File: src/rtl/f2i_pkg.sv
// f2i_pkg: fp16 field constants, result entry type and fp16 magnitude to u16 conversion (F2I_SAT_EN selects saturation)
package f2i_pkg;
  localparam int EXP_BIAS = 15;
  localparam int MANT_W = 10;
  localparam int EXP_W = 5;
  localparam int TAG_MAX_W = 3;
  typedef struct packed {
    logic [TAG_MAX_W-1:0] tag;
    logic [15:0] data;
  } f2i_entry_t;
  function automatic logic [15:0] fp16_mag_to_u16(input logic [15:0] f);
    logic [EXP_W-1:0] e;
    logic [26:0] mid;
    logic [16:0] r;
    e = f[14:10];
    mid = 27'({1'b1, f[MANT_W-1:0]}) << (e - EXP_W'(EXP_BIAS));
    r = 17'(mid >> MANT_W);
    if (e < EXP_W'(EXP_BIAS)) return 16'h0;
`ifdef F2I_SAT_EN
    if (r[16]) return 16'hFFFF;
`endif
    return r[15:0];
  endfunction
endpackage

File: src/rtl/f2i_result_fifo.sv
// f2i_result_fifo: synchronous first-word-fall-through FIFO exposing its occupancy count
module f2i_result_fifo #(
  parameter int DW = 19,
  parameter int DEPTH = 4,
  localparam int PW = $clog2(DEPTH),
  localparam int CW = PW + 1
) (
  input  logic          clk_in,
  input  logic          rst_in,
  input  logic          push,
  input  logic [DW-1:0] wdata,
  input  logic          pop,
  output logic [DW-1:0] rdata,
  output logic          empty,
  output logic [CW-1:0] count
);
  logic [DW-1:0] mem [DEPTH];
  logic [PW-1:0] wptr, rptr;
  logic pop_ok;
  assign empty = count == '0;
  assign pop_ok = pop & !empty;
  assign rdata = empty ? '0 : mem[rptr];
  // storage is unreset; an empty FIFO presents zero
  always_ff @(posedge clk_in)
    if (push) mem[wptr] <= wdata;
  // pointers wrap naturally since DEPTH is a power of two
  always_ff @(posedge clk_in)
    if (rst_in) begin
      wptr <= '0;
      rptr <= '0;
      count <= '0;
    end else begin
      wptr <= wptr + PW'(push);
      rptr <= rptr + PW'(pop_ok);
      count <= count + CW'(push) - CW'(pop_ok);
    end
endmodule

File: src/rtl/f2i_scheduler.sv
// f2i_scheduler: round-robin shared fp16-to-uint converter with credit-protected result FIFO (F2I_SAT_EN enables saturation)
module f2i_scheduler
  import f2i_pkg::*;
#(
  parameter int NREQ = 3,
  parameter int DEPTH = 4,
  parameter int TAGW = $clog2(NREQ)
) (
  input  logic                  clk_in,
  input  logic                  rst_in,
  input  logic [NREQ-1:0]       req_valid,
  input  logic [NREQ-1:0][15:0] req_data,
  output logic [NREQ-1:0]       req_ready,
  output logic                  res_valid,
  input  logic                  res_ready,
  output logic [15:0]           res_data,
  output logic [TAGW-1:0]       res_tag,
  output logic                  busy
);
  localparam int CW = $clog2(DEPTH) + 1;
  logic [TAGW-1:0] last, gnt_idx;
  logic found, credit_ok, fire, s1_valid, empty, tag_unused;
  logic [CW-1:0] count;
  f2i_entry_t s1, rd;
  assign credit_ok = (count + CW'(s1_valid)) < CW'(DEPTH);
  // first valid requester after last, wrapping modulo NREQ
  always_comb begin
    gnt_idx = '0;
    found = 1'b0;
    for (int k = 1; k <= NREQ; k++)
      if (!found && req_valid[(int'(last) + k) % NREQ]) begin
        found = 1'b1;
        gnt_idx = TAGW'((int'(last) + k) % NREQ);
      end
  end
  assign req_ready = (found && credit_ok && !rst_in) ? (NREQ'(1) << gnt_idx) : '0;
  assign fire = |(req_valid & req_ready);
  assign res_valid = !empty;
  assign res_data = rd.data;
  assign res_tag = rd.tag[TAGW-1:0];
  assign tag_unused = |rd.tag;
  assign busy = !empty | s1_valid;
  // conversion stage and round-robin pointer
  always_ff @(posedge clk_in)
    if (rst_in) begin
      s1_valid <= 1'b0;
      s1 <= '0;
      last <= TAGW'(NREQ - 1);
    end else begin
      s1_valid <= fire;
      if (fire) begin
        s1 <= '{tag: TAG_MAX_W'(gnt_idx), data: fp16_mag_to_u16(req_data[gnt_idx])};
        last <= gnt_idx;
      end
    end
  f2i_result_fifo #(.DW($bits(f2i_entry_t)), .DEPTH(DEPTH)) u_fifo (
    .clk_in(clk_in),
    .rst_in(rst_in),
    .push(s1_valid),
    .wdata(s1),
    .pop(res_ready),
    .rdata(rd),
    .empty(empty),
    .count(count)
  );
endmodule
File: config.mk
export PLATFORM = sky130hd
export DESIGN_NAME = f2i_scheduler
export DESIGN_NICKNAME = d
export VERILOG_FILES = /design/src/rtl/f2i_pkg.sv /design/src/rtl/f2i_result_fifo.sv /design/src/rtl/f2i_scheduler.sv
export SDC_FILE = /design/constraint.sdc
export NUM_CORES = 1
export LEC_CHECK = 0
export ABC_CLOCK_PERIOD_IN_PS = 4100
export CAP_MARGIN = 25
export CORE_MARGIN = 4
export CORE_UTILIZATION = 50
export DETAILED_ROUTE_END_ITERATION = 6
export GPL_ROUTABILITY_DRIVEN = 0
export MAX_ROUTING_LAYER = met4
export PLACE_DENSITY = 0.77
export SKIP_LAST_GASP = 1
export SLEW_MARGIN = 20
export SYNTH_ARGS = -nofsm -noshare
export SYNTH_HDL_FRONTEND = slang
export SYNTH_SLANG_ARGS = --single-unit
File: constraint.sdc
create_clock -name clk_in -period 4.1 [get_ports clk_in]
set_input_delay 0.615 -clock clk_in [delete_from_list [all_inputs] [get_ports clk_in]]
set_output_delay 0.615 -clock clk_in [all_outputs]
set_load 0.02 [all_outputs]
==> flow_summary.json, run 1 <==
{
  "fin_crit_sh_pct": 94.14,
  "vias": 4148,
  "fp.dieW_um": 111.8,
  "cap_violations": 0,
  "ys_seq_elements": 99,
  "vdd_drop_max_v": 0.0003541,
  "area_growth_pct": 27.42,
  "placedCellCount": 676,
  "insertion_delay_ns": 0.36,
  "synthArstFlopShare_pct": 0,
  "yosysSeqAreaShare_pct": 50.20,
  "cts_buffers": 9,
  "p_total_mw": 5.562,
  "switching_share_pct": 39.22,
  "rows": 37,
  "maxSlewHeadroom_pct": 33.11,
  "cts_buffer_depth": 2,
  "wl_met2_mm": 5.910,
  "io_pins": 77,
  "insertedDiodeCount": 0,
  "drt_iter0_drc": 260,
  "switchingPower_mw": 2.181,
  "drc": 0,
  "dp_hpwl_mm": 8.676,
  "io_buffers": 73,
  "htree_num_levels": 3,
  "timing.fmax_ghz": 0.2591,
  "yosysTopAreaCell": "edfxtp_1",
  "grt_pass1_vias": 4017,
  "routed_wl_mm": 12.09,
  "crit_arrival_ns": 4.14,
  "cts.clk_slew.worst_paths_ns": 0.10,
  "syn-instance-count": 452,
  "synth_edf_count": 72,
  "cts_tree": "yes",
  "critPathRequiredTime_ns": 4.38,
  "wl_met1_mm": 5.249,
  "grt_max_degree": 22,
  "ff_latch_area_sq_um": 2710,
  "cts_hold_buf": 0,
  "yosys-top-cells-area": "edfxtp_1 (40%), dfxtp_1 (10%), mux4_2 (8.4%), mux2i_1 (3.3%), a21oi_1 (3.2%)",
  "startpoint_type": "input port",
  "hold_viol": 0,
  "path_max_fanout": 6,
  "netlist.area_leader.share_pct": 40.16,
  "drt-wirelength-per-cell_um": 17.40,
  "dr.pass1.iters": 7,
  "grt_pass1_wl_mm": 20.10,
  "vias_per_cell": 5.968,
  "power_density_nw_per_um2": 810.7,
  "worstMarginPinSlew_ns": 1.002,
  "slew_viol_final": 0,
  "syn_avg_cell_area_sq_um": 11.91,
  "cpPeakStageDelay_ns": 0.58,
  "grt_overflow": 0,
  "met3_length_um": 779,
  "ant_nets": 0,
  "synth_ff_type": "edfxtp_1",
  "fillCellCount": 783,
  "min_path_type": "reg2reg",
  "skew_ns": 0.01656,
  "fin_crit_ns": 3.860,
  "cts.sinks": 99,
  "yosysWarnings": 0,
  "status": "complete, no violations",
  "leakage_nw": 2.431,
  "crit_family": "multiplexers",
  "fin_area_sq_um": 6860,
  "start_util_pct": 51.69,
  "crit_chain": "clkdlybuf4s50_1, mux2i_1, nor2_1, or4_4, and2_4, a31o_1, inv_6, ha_2, inv_1, a211oi_2, a31oi_1, nand2_1, mux4_2, mux2_2, a221oi_2",
  "internal_power_mw": 3.380,
  "layout.cells.non_filler": 695,
  "seqPwrFrac_pct": 28.2,
  "dieArea_sq_um": 12490,
  "cts-root-buf": "clkbuf_8",
  "finalSetupViolCount": 0,
  "nNetsFinal": 620,
  "multi_input_area_sq_um": 2535,
  "die_h_um": 111.8,
  "place_area_sq_um": 6536,
  "coreArea_sq_um": 10420,
  "antenna_found_initial": 0,
  "top_layer_used": "met4",
  "syn-cell-area_sq_um": 5384,
  "clockPowerShare_pct": 14.3,
  "cp_num_buf_inv": 3,
  "synth_cell_type_count": 68,
  "hold_ws_ns": 0.5087,
  "regToRegSetupSlack_ns": 0.26,
  "grt_usage_pct": 20.09,
  "synth_nets": 518,
  "drive_gt1_share_pct": 21.65,
  "cp-end-kind": "register",
  "crit_type": "in2reg",
  "cpMaxStageDelayCell": "or4_4",
  "comb_power_share_pct": 57.6
}
power groups by stage:
stage	clock network [mW]	logic (mW)	registers (mW)
after floorplan	0	2.11	1.51
final	0.794	3.20	1.57
after global placement	0	3.10	1.56
after CTS	0.803	3.17	1.57
after detailed placement	0	3.16	1.58
after global routing	0.856	3.48	1.60
state kept, by name, summed over array words and instances (netlist names):
name,cells
u_fifo.rptr,2
u_fifo.count,3
u_fifo.wptr,2
s1,17
last,2
s1_valid,1
u_fifo.mem,72
cell families after synthesis:
| family | share of synthesized area [%] |
|---|---|
| xor gates and xnor gates | 1.441 |
| muxes | 12.55 |
| AOI/OAI and AO/OA | 16.76 |
| buffers and inverters | 3.881 |
| DFF | 50.20 |
| and+or+nand+nor | 12.39 |
| adders and majority gates | 2.789 |
metrics by stage:
step                      setup slack [ns]  utilization [%]  setup TNS, ns
after floorplan                   -0.04771                -       -0.04771
after CTS                           0.1042            65.33              0
after global routing            -0.0005267            65.86     -0.0005267
after detailed placement           -0.1195            62.75        -0.2448
final                               0.2402            65.86              0
after global placement            -0.04764            62.75       -0.08451
routing by layer:
metal	global-route usage [%]	vias up
met5	-	-
met1	26.93	1983
met4	4.785	0
met2	32.57	163
met3	2.880	15
li1	-	1987
layout by cell type, fill, tap and decap left out, types with 10 or more instances in the layout:
master / instances
clkdlybuf4s50_1: 73
edfxtp_1: 72
buf_4: 47
a21oi_1: 34
nand2_1: 25
dfxtp_1: 25
nor2b_1: 21
nand3_1: 20
mux4_2: 20
mux2i_1: 18
nor2_1: 18
o211ai_1: 18
a31oi_1: 14
nor3_1: 10
area by class of cell:
type                       count  share of cell area [%]
tap                          136                   2.480
clock inverter                 7                   2.116
multi-input combinational    309                   36.95
clock buffer                   9                   1.806
inverter                      12                  0.7295
timing repair buffer         123                   16.41
sequential                    99                   39.50
worst paths after layout:
kind                            depth (start not counted)         start                end
worst min register to register                          0        s1[13]  u_fifo.mem[0][13]
worst max register to register                         16       last[0]              s1[6]
worst min-delay path                                    0        s1[13]  u_fifo.mem[0][13]
worst max-delay path                                   15  req_valid[1]              s1[6]
what timing repair did:
action / CTS / global route
buffers inserted: 0 / 1
gates resized for setup: 0 / 6
endpoints found under the setup margin: 0 / 12
cell usage after synthesis, types with 4 or more instances:
cell type	instances
a21oi_1	34
a211oi_1	5
nand2b_1	4
xnor2_1	6
mux4_2	20
o221ai_1	4
o211ai_1	18
nand4_1	4
ha_1	12
nor2b_1	21
dfxtp_1	27
a31oi_1	14
nand3_1	20
buf_2	4
mux2_2	4
nor2_1	20
buf_6	4
nor3b_1	5
mux2i_1	18
inv_1	9
clkbuf_1	22
edfxtp_1	72
a31o_2	4
nand2_1	25
nor3_1	11
(Power assumes the default switching activity.)
==> run 2: changes to the inputs <==
Settings changed: CORE_UTILIZATION 50 to 47, GPL_TIMING_DRIVEN set to 0, PLACE_DENSITY 0.77 to 0.73, SLEW_MARGIN 20 to not set.
==> run 2 against run 1 <==
  * Final cell count rose by 1.0%
  * Design area grew 0.89%
  * Critical path type is now reg2reg
  * Core utilization fell by 3.1 points
  * Wire length up 7.9%
  * Die area up 5.9%
==> flow_summary.json, run 2 (synthesis results as in run 1) <==
{
  "status": "complete, no violations",
  "top_register": "u_fifo.mem",
  "start_util_pct": 48.81,
  "cp_num_buf_inv": 4,
  "finalSetupViolCount": 0,
  "drive_gt1_share_pct": 21.53,
  "startpoint_type": "register",
  "worstMarginPinSlew_ns": 0.9482,
  "cts.clk_slew.worst_paths_ns": 0.07,
  "crit_family": "multiplexers",
  "die_h_um": 115.0,
  "dr.pass1.iters": 5,
  "cts_buffer_depth": 2,
  "critPathRequiredTime_ns": 4.35,
  "leakage_nw": 2.430,
  "fillCellCount": 909,
  "cts-root-buf": "clkbuf_16",
  "vdd_drop_max_v": 0.0004768,
  "largest_reg_flops": 72,
  "mostFrequentLayoutCell": "edfxtp_1",
  "skew_ns": 0.008653,
  "insertedDiodeCount": 0,
  "slew_viol_final": 0,
  "drt_iter0_drc": 331,
  "htree_num_levels": 3,
  "fin_area_sq_um": 6922,
  "dieArea_sq_um": 13230,
  "cts_tree": "yes",
  "cts_buffers": 9,
  "critical_path.most_common_cell": "inv_2",
  "hold_viol": 0,
  "timing.fmax_ghz": 0.2524,
  "reg.largest.list": "u_fifo.mem (72), s1 (17), u_fifo.count (3)",
  "routed_wl_mm": 13.04,
  "cts.sinks": 99,
  "cap_violations": 0,
  "nNetsFinal": 623,
  "fin_crit_sh_pct": 96.62,
  "io_pins": 77,
  "rows": 38,
  "insertion_delay_ns": 0.33,
  "coreArea_sq_um": 11030,
  "drt-wirelength-per-cell_um": 18.58,
  "grt_pass1_wl_mm": 21.59,
  "crit_type": "reg2reg",
  "fin_crit_ns": 3.962,
  "maxSlewHeadroom_pct": 36.78,
  "io_buffers": 72,
  "place_area_sq_um": 6367,
  "placedCellCount": 668,
  "tns_ns": 0,
  "grt_usage_pct": 21.17,
  "crit_chain": "inv_2, ha_4, mux2i_1, nor2_2, or4_4, and2_4, buf_6, a31o_4, inv_2, ha_4, inv_2, a211oi_4, a31oi_2, nand2_2, mux4_2, mux2_4, a221oi_2",
  "p_total_mw": 5.698,
  "ff_latch_area_sq_um": 2710,
  "dp_hpwl_mm": 9.841,
  "vias": 4228,
  "final_cell_mix": "edfxtp_1 (72), clkdlybuf4s50_1 (69), a21oi_1 (33)",
  "grt_pass1_vias": 4318,
  "cp-end-kind": "register",
  "hold_ws_ns": 0.5093,
  "drc": 0,
  "min_path_type": "reg2reg",
  "vias_per_cell": 6.023,
  "grt_max_degree": 19,
  "cpMaxStageDelayCell": "or4_4",
  "rsz0062_at_grt": "yes",
  "antenna_found_initial": 0,
  "fp.dieW_um": 115.0,
  "cpPeakStageDelay_ns": 0.58,
  "ant_nets": 0,
  "multi_input_area_sq_um": 2581,
  "path_max_fanout": 10,
  "power_density_nw_per_um2": 823.3,
  "area_growth_pct": 28.56,
  "grt_overflow": 0,
  "layout.cells.non_filler": 702,
  "cts_hold_buf": 0,
  "crit_arrival_ns": 4.21
}
run 2: final timing paths:
kind                              start                to  slack, ns  cells after the start
worst max-delay path            last[0]             s1[6]       0.14                     17
worst min-delay path              s1[3]  u_fifo.mem[3][3]       0.51                      0
worst max register to register  last[0]             s1[6]       0.14                     17
worst min register to register    s1[3]  u_fifo.mem[3][3]       0.51                      0
run 2: final cells by class:
class                           instances  share of cell area, %
Inverter                               12                 0.8858
Multi-Input combinational cell        309                  37.29
Sequential cell                        99                  39.15
Timing Repair Buffer                   98                  13.61
Buffer                                 28                  2.169
Clock inverter                          7                  1.103
Tap cell                              140                  2.531
Clock buffer                            9                  3.254
run 2: timing repair:
item                                    4_1_cts  5_1_grt
setup buffers                                 9       13
endpoints found under the setup margin       17       27
resized for setup                            17       25
pin swaps                                     2        9
run 2: per-stage QoR:
| stage | utilization, % | setup slack [ns] |
|---|---|---|
| after global routing | 62.75 | -0.03861 |
| after floorplan | - | -0.04771 |
| after detailed placement | 57.72 | -0.8885 |
| after global placement | 57.16 | -0.8346 |
| after CTS | 61.51 | -0.07401 |
| final | 62.75 | 0.1384 |
run 2: report_power, final:
group / internal (mW) / switching, mW
clock: 0.477 / 0.353
sequential: 1.40 / 0.161
combinational: 1.51 / 1.80
total: 3.38 / 2.32
run 2: per-layer routing:
layer,global-route usage [%],up-vias,wire (um)
met4,5.477,0,199
met2,35.96,166,6539
li1,-,1988,-
met1,26.43,2055,5665
met3,3.474,19,639
met5,-,-,0
==> variant 1 (config.mk and constraints of run 2) <==
`DEPTH` is set to 4 in 2 places; all go to 16.
--- a/src/rtl/f2i_result_fifo.sv
+++ b/src/rtl/f2i_result_fifo.sv
@@ -1,7 +1,7 @@
 // f2i_result_fifo: synchronous first-word-fall-through FIFO exposing its occupancy count
 module f2i_result_fifo #(
   parameter int DW = 19,
-  parameter int DEPTH = 4,
+  parameter int DEPTH = 16,
   localparam int PW = $clog2(DEPTH),
   localparam int CW = PW + 1
 ) (
--- a/src/rtl/f2i_scheduler.sv
+++ b/src/rtl/f2i_scheduler.sv
@@ -3,7 +3,7 @@
   import f2i_pkg::*;
 #(
   parameter int NREQ = 3,
-  parameter int DEPTH = 4,
+  parameter int DEPTH = 16,
   parameter int TAGW = $clog2(NREQ)
 ) (
   input  logic                  clk_in,
Check against the original RTL: not settled (the Yosys comparison gave no result); the edit may change what the design does.
==> variant 1 against run 2 <==
Wire length rose to 2.5 times the old value; sequential power rose to 2.8 times the old value; combinational power up 20%; core utilization down 4.9 points; cell area up 140%; global-route usage up 0.65 points; setup slack better by 7.8 ps; sequential cell count up 222; synthesized cell count up 73%; total power up 96%; clock skew up 1.1 ps; synthesized area rose to 2.6 times the old value; via count up 87%; clock power rose to 3.5 times the old value; critical path type is now flop to primary output; largest cell class unchanged.
==> variant 1: results (changes against run 2) <==
- Amount of wire on met2 after detailed routing: 16030 um (was 6539 um)
- Antenna-violating nets left: 0 (unchanged)
- Adder-cell share of the synthesized area: 1.273% (was 2.789%)
- Clock insertion delay at the later pin of the skew report: 550 ps (was 330 ps)
- Instance area at placement: 0.01536 mm^2 (was 0.006367 mm^2)
- Switching power of the nets: 3580 uW (was 2317 uW)
- Count of input and output buffers: 73 (was 72)
- Iteration-0 DRC count of the detailed router: 987 (was 331)
- Routed wire length: 33010 um (was 13040 um)
- Number of unique standard cell types used by synthesis: 67 (was 68)
- Number of iterations in the first detailed-routing pass: 5 (unchanged)
- Number of antenna violations at the first check in global routing: 0 (unchanged)
- H-tree depth: 1 (was 3)
- Post-synthesis xor/xnor area fraction: 1.064% (was 1.441%)
- Most common library cells after synthesis: edfxtp_1 (288), mux4_2 (95), nor2_1 (39), dfxtp_1 (33), inv_1 (33) (was edfxtp_1 (72), a21oi_1 (34), dfxtp_1 (27), nand2_1 (25), clkbuf_1 (22))
- Met2 routing resource usage after global routing: 34.58% (was 35.96%)
- Path class of the lowest-slack min-delay path: flop to flop (unchanged)
- First-pass GRT wire length: 50400 um (was 21590 um)
- Count of warnings emitted by yosys: 0 (unchanged)
- Post-detailed-route via-to-cell ratio: 5.974 (was 6.023)
- Vias in the first global route: 8145 (was 4318)
- Total CTS buffers: 30 (was 9)
- Max Clock Skew: 9.731 ps (was 8.653 ps)
- Synthesized Nets: 849 (was 518)
- Largest registers: u_fifo.mem x288, s1 x17, u_fifo.count x5 (was u_fifo.mem x72, s1 x17, u_fifo.count x3)
- Maximum resistive drop on vdd: 0.4435 mV (was 0.4768 mV)
- Root buffer selected by CTS: clkbuf_16 (unchanged)
- Fraction of the mapped netlist area in compound gates: 4.629% (was 16.76%)
- Global-route met3 utilization: 3.585% (was 3.474%)
- Met1 demand-to-capacity share in global routing: 30.35% (was 26.43%)
- Max clock buf depth: 3 (was 2)
- Final HPWL from detailed placement: 22080 um (was 9841 um)
- Proportion of layout cells with a drive suffix above 1: 26.89% (was 21.53%)
- Pin count of the biggest net entering global routing: 18 (was 19)
- Sum of routed wire segments on met1: 13380 um (was 5665 um)
- Sequential-to-total area share from yosys stat: 67.66% (was 50.20%)
- Clock-pin slew on the worst setup and hold paths: roughly 60 ps
- Top post-synthesis cells by area: edfxtp_1 (63%), mux4_2 (16%), dfxtp_1 (4.8%) (was edfxtp_1 (40%), dfxtp_1 (10%), mux4_2 (8.4%))
- Antenna diodes: 0 (unchanged)
- Leakage power total: 0.005519 uW (was 0.002430 uW)
- Multiplexer fraction of the synthesized cell area: 17.40% (was 12.55%)
- Detailed-routed wire length on met3: 2927 um (was 639 um)
- Number of nets in the final layout: 985 (was 623)
- Top Metal Used: met4 (unchanged)
- Global routing usage summed across all routing layers: 21.82% (was 21.17%)
- Relative max-transition margin: 24.29% (was 36.78%)
- Worst Path Arrival: 3340 ps (was 4210 ps)
- Highest net fanout along the worst path: 10 (unchanged)
- EDFF count, synth: 288 (was 72)
- Result of the run: complete, no violations (unchanged)
variant 1: power groups by stage:
stage	clock, uW	sequential, uW	combinational [uW]
6_report	2900	4320	3970
3_3_place_gp	0	4370	3550
3_5_place_dp	0	4390	3700
4_1_cts	2930	4320	3880
2_1_floorplan	0	4250	2550
5_1_grt	3080	4360	4290
variant 1: timing repair:
action | in CTS | in global routing
buffers inserted | 9 | 1
gates resized for setup | 43 | 22
pin swaps | 2 | 3
gates cloned | 0 | 0
setup endpoints to repair | 37 | 31
variant 1: area by class of cell:
type | instances | area (um^2)
clock inverter | 5 | 100.1
sequential | 321 | 9313
multi-input combinational | 385 | 4320
timing repair buffer | 107 | 1134
buffer | 39 | 221.5
inverter | 33 | 127.6
clock buffer | 51 | 950.9
fill | 2099 | 12130
tap | 384 | 480.5
variant 1: critical path, cell delays in order (launching register included):
cell and delay, ps:
dfxtp_1 810, clkdlybuf4s15_1 790, mux4_2 470, nor2b_1 160
clkdlybuf4s50_1 570
variant 1: path summary, 6_finish.rpt:
| check | start | end | slack (ps) | cells after the start |
|---|---|---|---|---|
| worst max-delay path | u_fifo.rptr[3] | res_data[9] | 150 | 4 |
| worst min-delay path | last[1] | last[1] | 550 | 2 |
| worst max register to register | last[0] | s1[8] | 170 | 16 |
| worst min register to register | last[1] | last[1] | 550 | 2 |
variant 1: through the flow:
step | worst slack, ps | setup TNS, ps | utilization [%] | cells | hold slack [ps]
finish | 146.3 | 0 | 57.84 | 1325 | 551.0
global route | -19.38 | -30.60 | 57.84 | 1325 | 588.2
CTS | 30.22 | 0 | 57.56 | 1326 | 556.2
detailed placement | -704.3 | -9043 | 53.37 | 1262 | 547.9
global placement | -662.1 | -8436 | 52.06 | 1238 | 537.5
floorplan | 113.0 | 0 | - | 781 | 514.8
==> variant 2 (flow settings as in run 2) <==
Without the edit above. Make the reset (`rst_in`) asynchronous in 2 clocked blocks. Comments in the files are not updated.
--- a/src/rtl/f2i_result_fifo.sv
+++ b/src/rtl/f2i_result_fifo.sv
@@ -24,7 +24,7 @@
   always_ff @(posedge clk_in)
     if (push) mem[wptr] <= wdata;
   // pointers wrap naturally since DEPTH is a power of two
-  always_ff @(posedge clk_in)
+  always_ff @(posedge clk_in or posedge rst_in)
     if (rst_in) begin
       wptr <= '0;
       rptr <= '0;
--- a/src/rtl/f2i_scheduler.sv
+++ b/src/rtl/f2i_scheduler.sv
@@ -41,7 +41,7 @@
   assign tag_unused = |rd.tag;
   assign busy = !empty | s1_valid;
   // conversion stage and round-robin pointer
-  always_ff @(posedge clk_in)
+  always_ff @(posedge clk_in or posedge rst_in)
     if (rst_in) begin
       s1_valid <= 1'b0;
       s1 <= '0;
Behaviour: differs if rst_in is asserted again (counterexample within 4 cycles, from zero or initial values and one cycle with rst_in high); with rst_in held inactive, the same outputs for 4 cycles.
==> variant 2 against run 2 <==
Global-route usage down 1.4 points; sequential cell count unchanged; setup slack worse by 56 ps; wire length down 5.5%; clock skew up 4.1 ps; synthesized area down 2.8%; cell area down 2.5%; count of clock-buffer cells in the layout up 1; largest cell class unchanged; total power up 13%.
==> variant 2: results (changes against run 2) <==
- Clock-pin slew on the worst setup and hold paths: 100 ps (was 70 ps)
- Via count: 3884 (was 4228)
- Synthesized Nets: 479 (was 518)
- Path class of the lowest-slack min-delay path: primary input to async pin (was flop to flop)
- Pin count of the biggest net entering global routing: 28 (was 19)
- Count of warnings emitted by yosys: 0 (unchanged)
- Number of iterations in the first detailed-routing pass: 5 (unchanged)
- Leakage power total: 0.002477 uW (was 0.002430 uW)
- Most common library cells after synthesis: edfxtp_1 (72), nand2_1 (30), dfrtp_1 (26), nor2b_1 (23), mux4_2 (19) (was edfxtp_1 (72), a21oi_1 (34), dfxtp_1 (27), nand2_1 (25), clkbuf_1 (22))
- Result of the run: complete, no violations (unchanged)
- Root buffer selected by CTS: clkbuf_8 (was clkbuf_16)
- Antenna diodes: 0 (unchanged)
- Worst Path Arrival: 4290 ps (was 4210 ps)
- Clock insertion delay at the later pin of the skew report: 340 ps
- Global routing usage summed across all routing layers: 19.74% (was 21.17%)
- H-tree depth: 3 (unchanged)
- Largest registers: u_fifo.mem x72, s1 x17, u_fifo.count x3 (unchanged)
- Proportion of layout cells with a drive suffix above 1: 19.77% (was 21.53%)
- Max clock buf depth: 2 (unchanged)
- Number of antenna violations at the first check in global routing: 0 (unchanged)
- Routed wire length: 12330 um (was 13040 um)
- Max Clock Skew: 12.74 ps (was 8.653 ps)
- Count of input and output buffers: 73 (was 72)
- Number of nets in the final layout: 587 (was 623)
- Instance area at placement: 0.006183 mm^2 (was 0.006367 mm^2)
- Total CTS buffers: 9 (unchanged)
- Iteration-0 DRC count of the detailed router: 340 (was 331)
- Highest net fanout along the worst path: 10 (unchanged)
- Async S/R FF share, synth: 27.27% (was 0%)
- Number of unique standard cell types used by synthesis: 68 (unchanged)
- Switching power of the nets: 2891 uW (was 2317 uW)
- Sequential-to-total area share from yosys stat: 54.23% (was 50.20%)
- Maximum resistive drop on vdd: 0.4569 mV (was 0.4768 mV)
- Transition time at the pin with the least slew margin: 930.0 ps (was 948.2 ps)
- EDFF count, synth: 72 (unchanged)
- First-pass GRT wire length: 19750 um (was 21590 um)
- Primary flip-flop cell chosen by synthesis mapping: edfxtp_1 (unchanged)
- Final HPWL from detailed placement: 9019 um (was 9841 um)
- Vias in the first global route: 4033 (was 4318)
- Top post-synthesis cells by area: edfxtp_1 (41%), dfrtp_1 (12%), mux4_2 (8.2%) (was edfxtp_1 (40%), dfxtp_1 (10%), mux4_2 (8.4%))
[variant 2: what timing repair did]
item | 4_1_cts | 5_1_grt
setup endpoints to repair | 18 | 25
setup buffers | 10 | 11
resized for setup | 29 | 12
hold buffers | 0 | 0
pin swaps | 9 | 5
[variant 2: worst paths after layout]
path | start | to | slack [ps] | depth (start not counted)
worst max-delay path | last[1] | s1[7] | 80 | 18
worst min-delay path | rst_in | u_fifo.rptr[1] | 510 | 2
worst max register to register | last[1] | s1[7] | 80 | 18
worst min register to register | u_fifo.rptr[0] | u_fifo.rptr[0] | 520 | 1
max in group asynchronous | rst_in | last[1] | 3130 | 3
min in group clk_in | u_fifo.rptr[0] | u_fifo.rptr[0] | 520 | 1
[variant 2: per-stage QoR]
| step | total power (uW) | hold slack, ps | cells | setup WS (ps) | util (%) |
|---|---|---|---|---|---|
| 3_5_place_dp | 5321 | 509.1 | 628 | -751.7 | 56.79 |
| 6_report | 6411 | 511.2 | 666 | 82.32 | 61.96 |
| 2_1_floorplan | 4234 | 475.8 | 413 | 17.30 | - |
| 3_3_place_gp | 5231 | 488.6 | 626 | -704.6 | 56.48 |
| 4_1_cts | 6157 | 526.0 | 654 | 25.21 | 60.51 |
| 5_1_grt | 6852 | 512.5 | 666 | -28.28 | 61.96 |
[variant 2: critical path, cell delays in order, from the launching register on]
cell	delay [ps]
dfstp_2	590
inv_2	70
ha_4	200
nor4bb_2	200
o31ai_4	390
o31a_1	210
buf_6	140
o21ai_4	70
a21oi_4	180
inv_2	70
buf_6	140
ha_4	180
inv_2	90
and3_4	210
or2_1	120
buf_6	130
mux4_2	520
mux2_2	290
a21oi_1	150
[variant 2: power by group through the flow]
stage	clock [uW]	combinational [uW]	sequential, uW
floorplan	0	2740	1500
global placement	0	3690	1540
detailed placement	0	3760	1560
CTS	613	4010	1540
global route	662	4620	1570
finish	597	4270	1540
[variant 2: logic make-up (layout without fill, tap and decap cells)]
group / Yosys count / in the layout / synth area share, %
DFF: 99 / 99 / 54.23
and+or+nand+nor: 110 / 110 / 11.11
muxes: 31 / 31 / 10.49
adders and majority gates: 12 / 12 / 2.868
xor gates and xnor gates: 6 / 6 / 1.004
buffers and inverters: 38 / 151 / 3.083
AOI/OAI and AO/OA: 117 / 117 / 17.21
[variant 2: layout make-up]
type	count	area (um^2)
fill	855	4141
sequential	99	2840
multi-input combinational	276	2404
timing repair buffer	98	944.7
tap	140	175.2
clock buffer	10	148.9
buffer	20	111.4
inverter	17	63.81
clock inverter	6	58.81
[variant 2: metal layers]
metal  share of wire (%)  up-vias  routed length [um]  track usage [%]
met5                   0        -                   0                -
met4                 2.7        0                 329            8.013
met3                 4.8       25                 591            2.281
met2                  50      141                6159            32.78
li1                    -     1835                   -                -
met1                  43     1883                5245            24.81
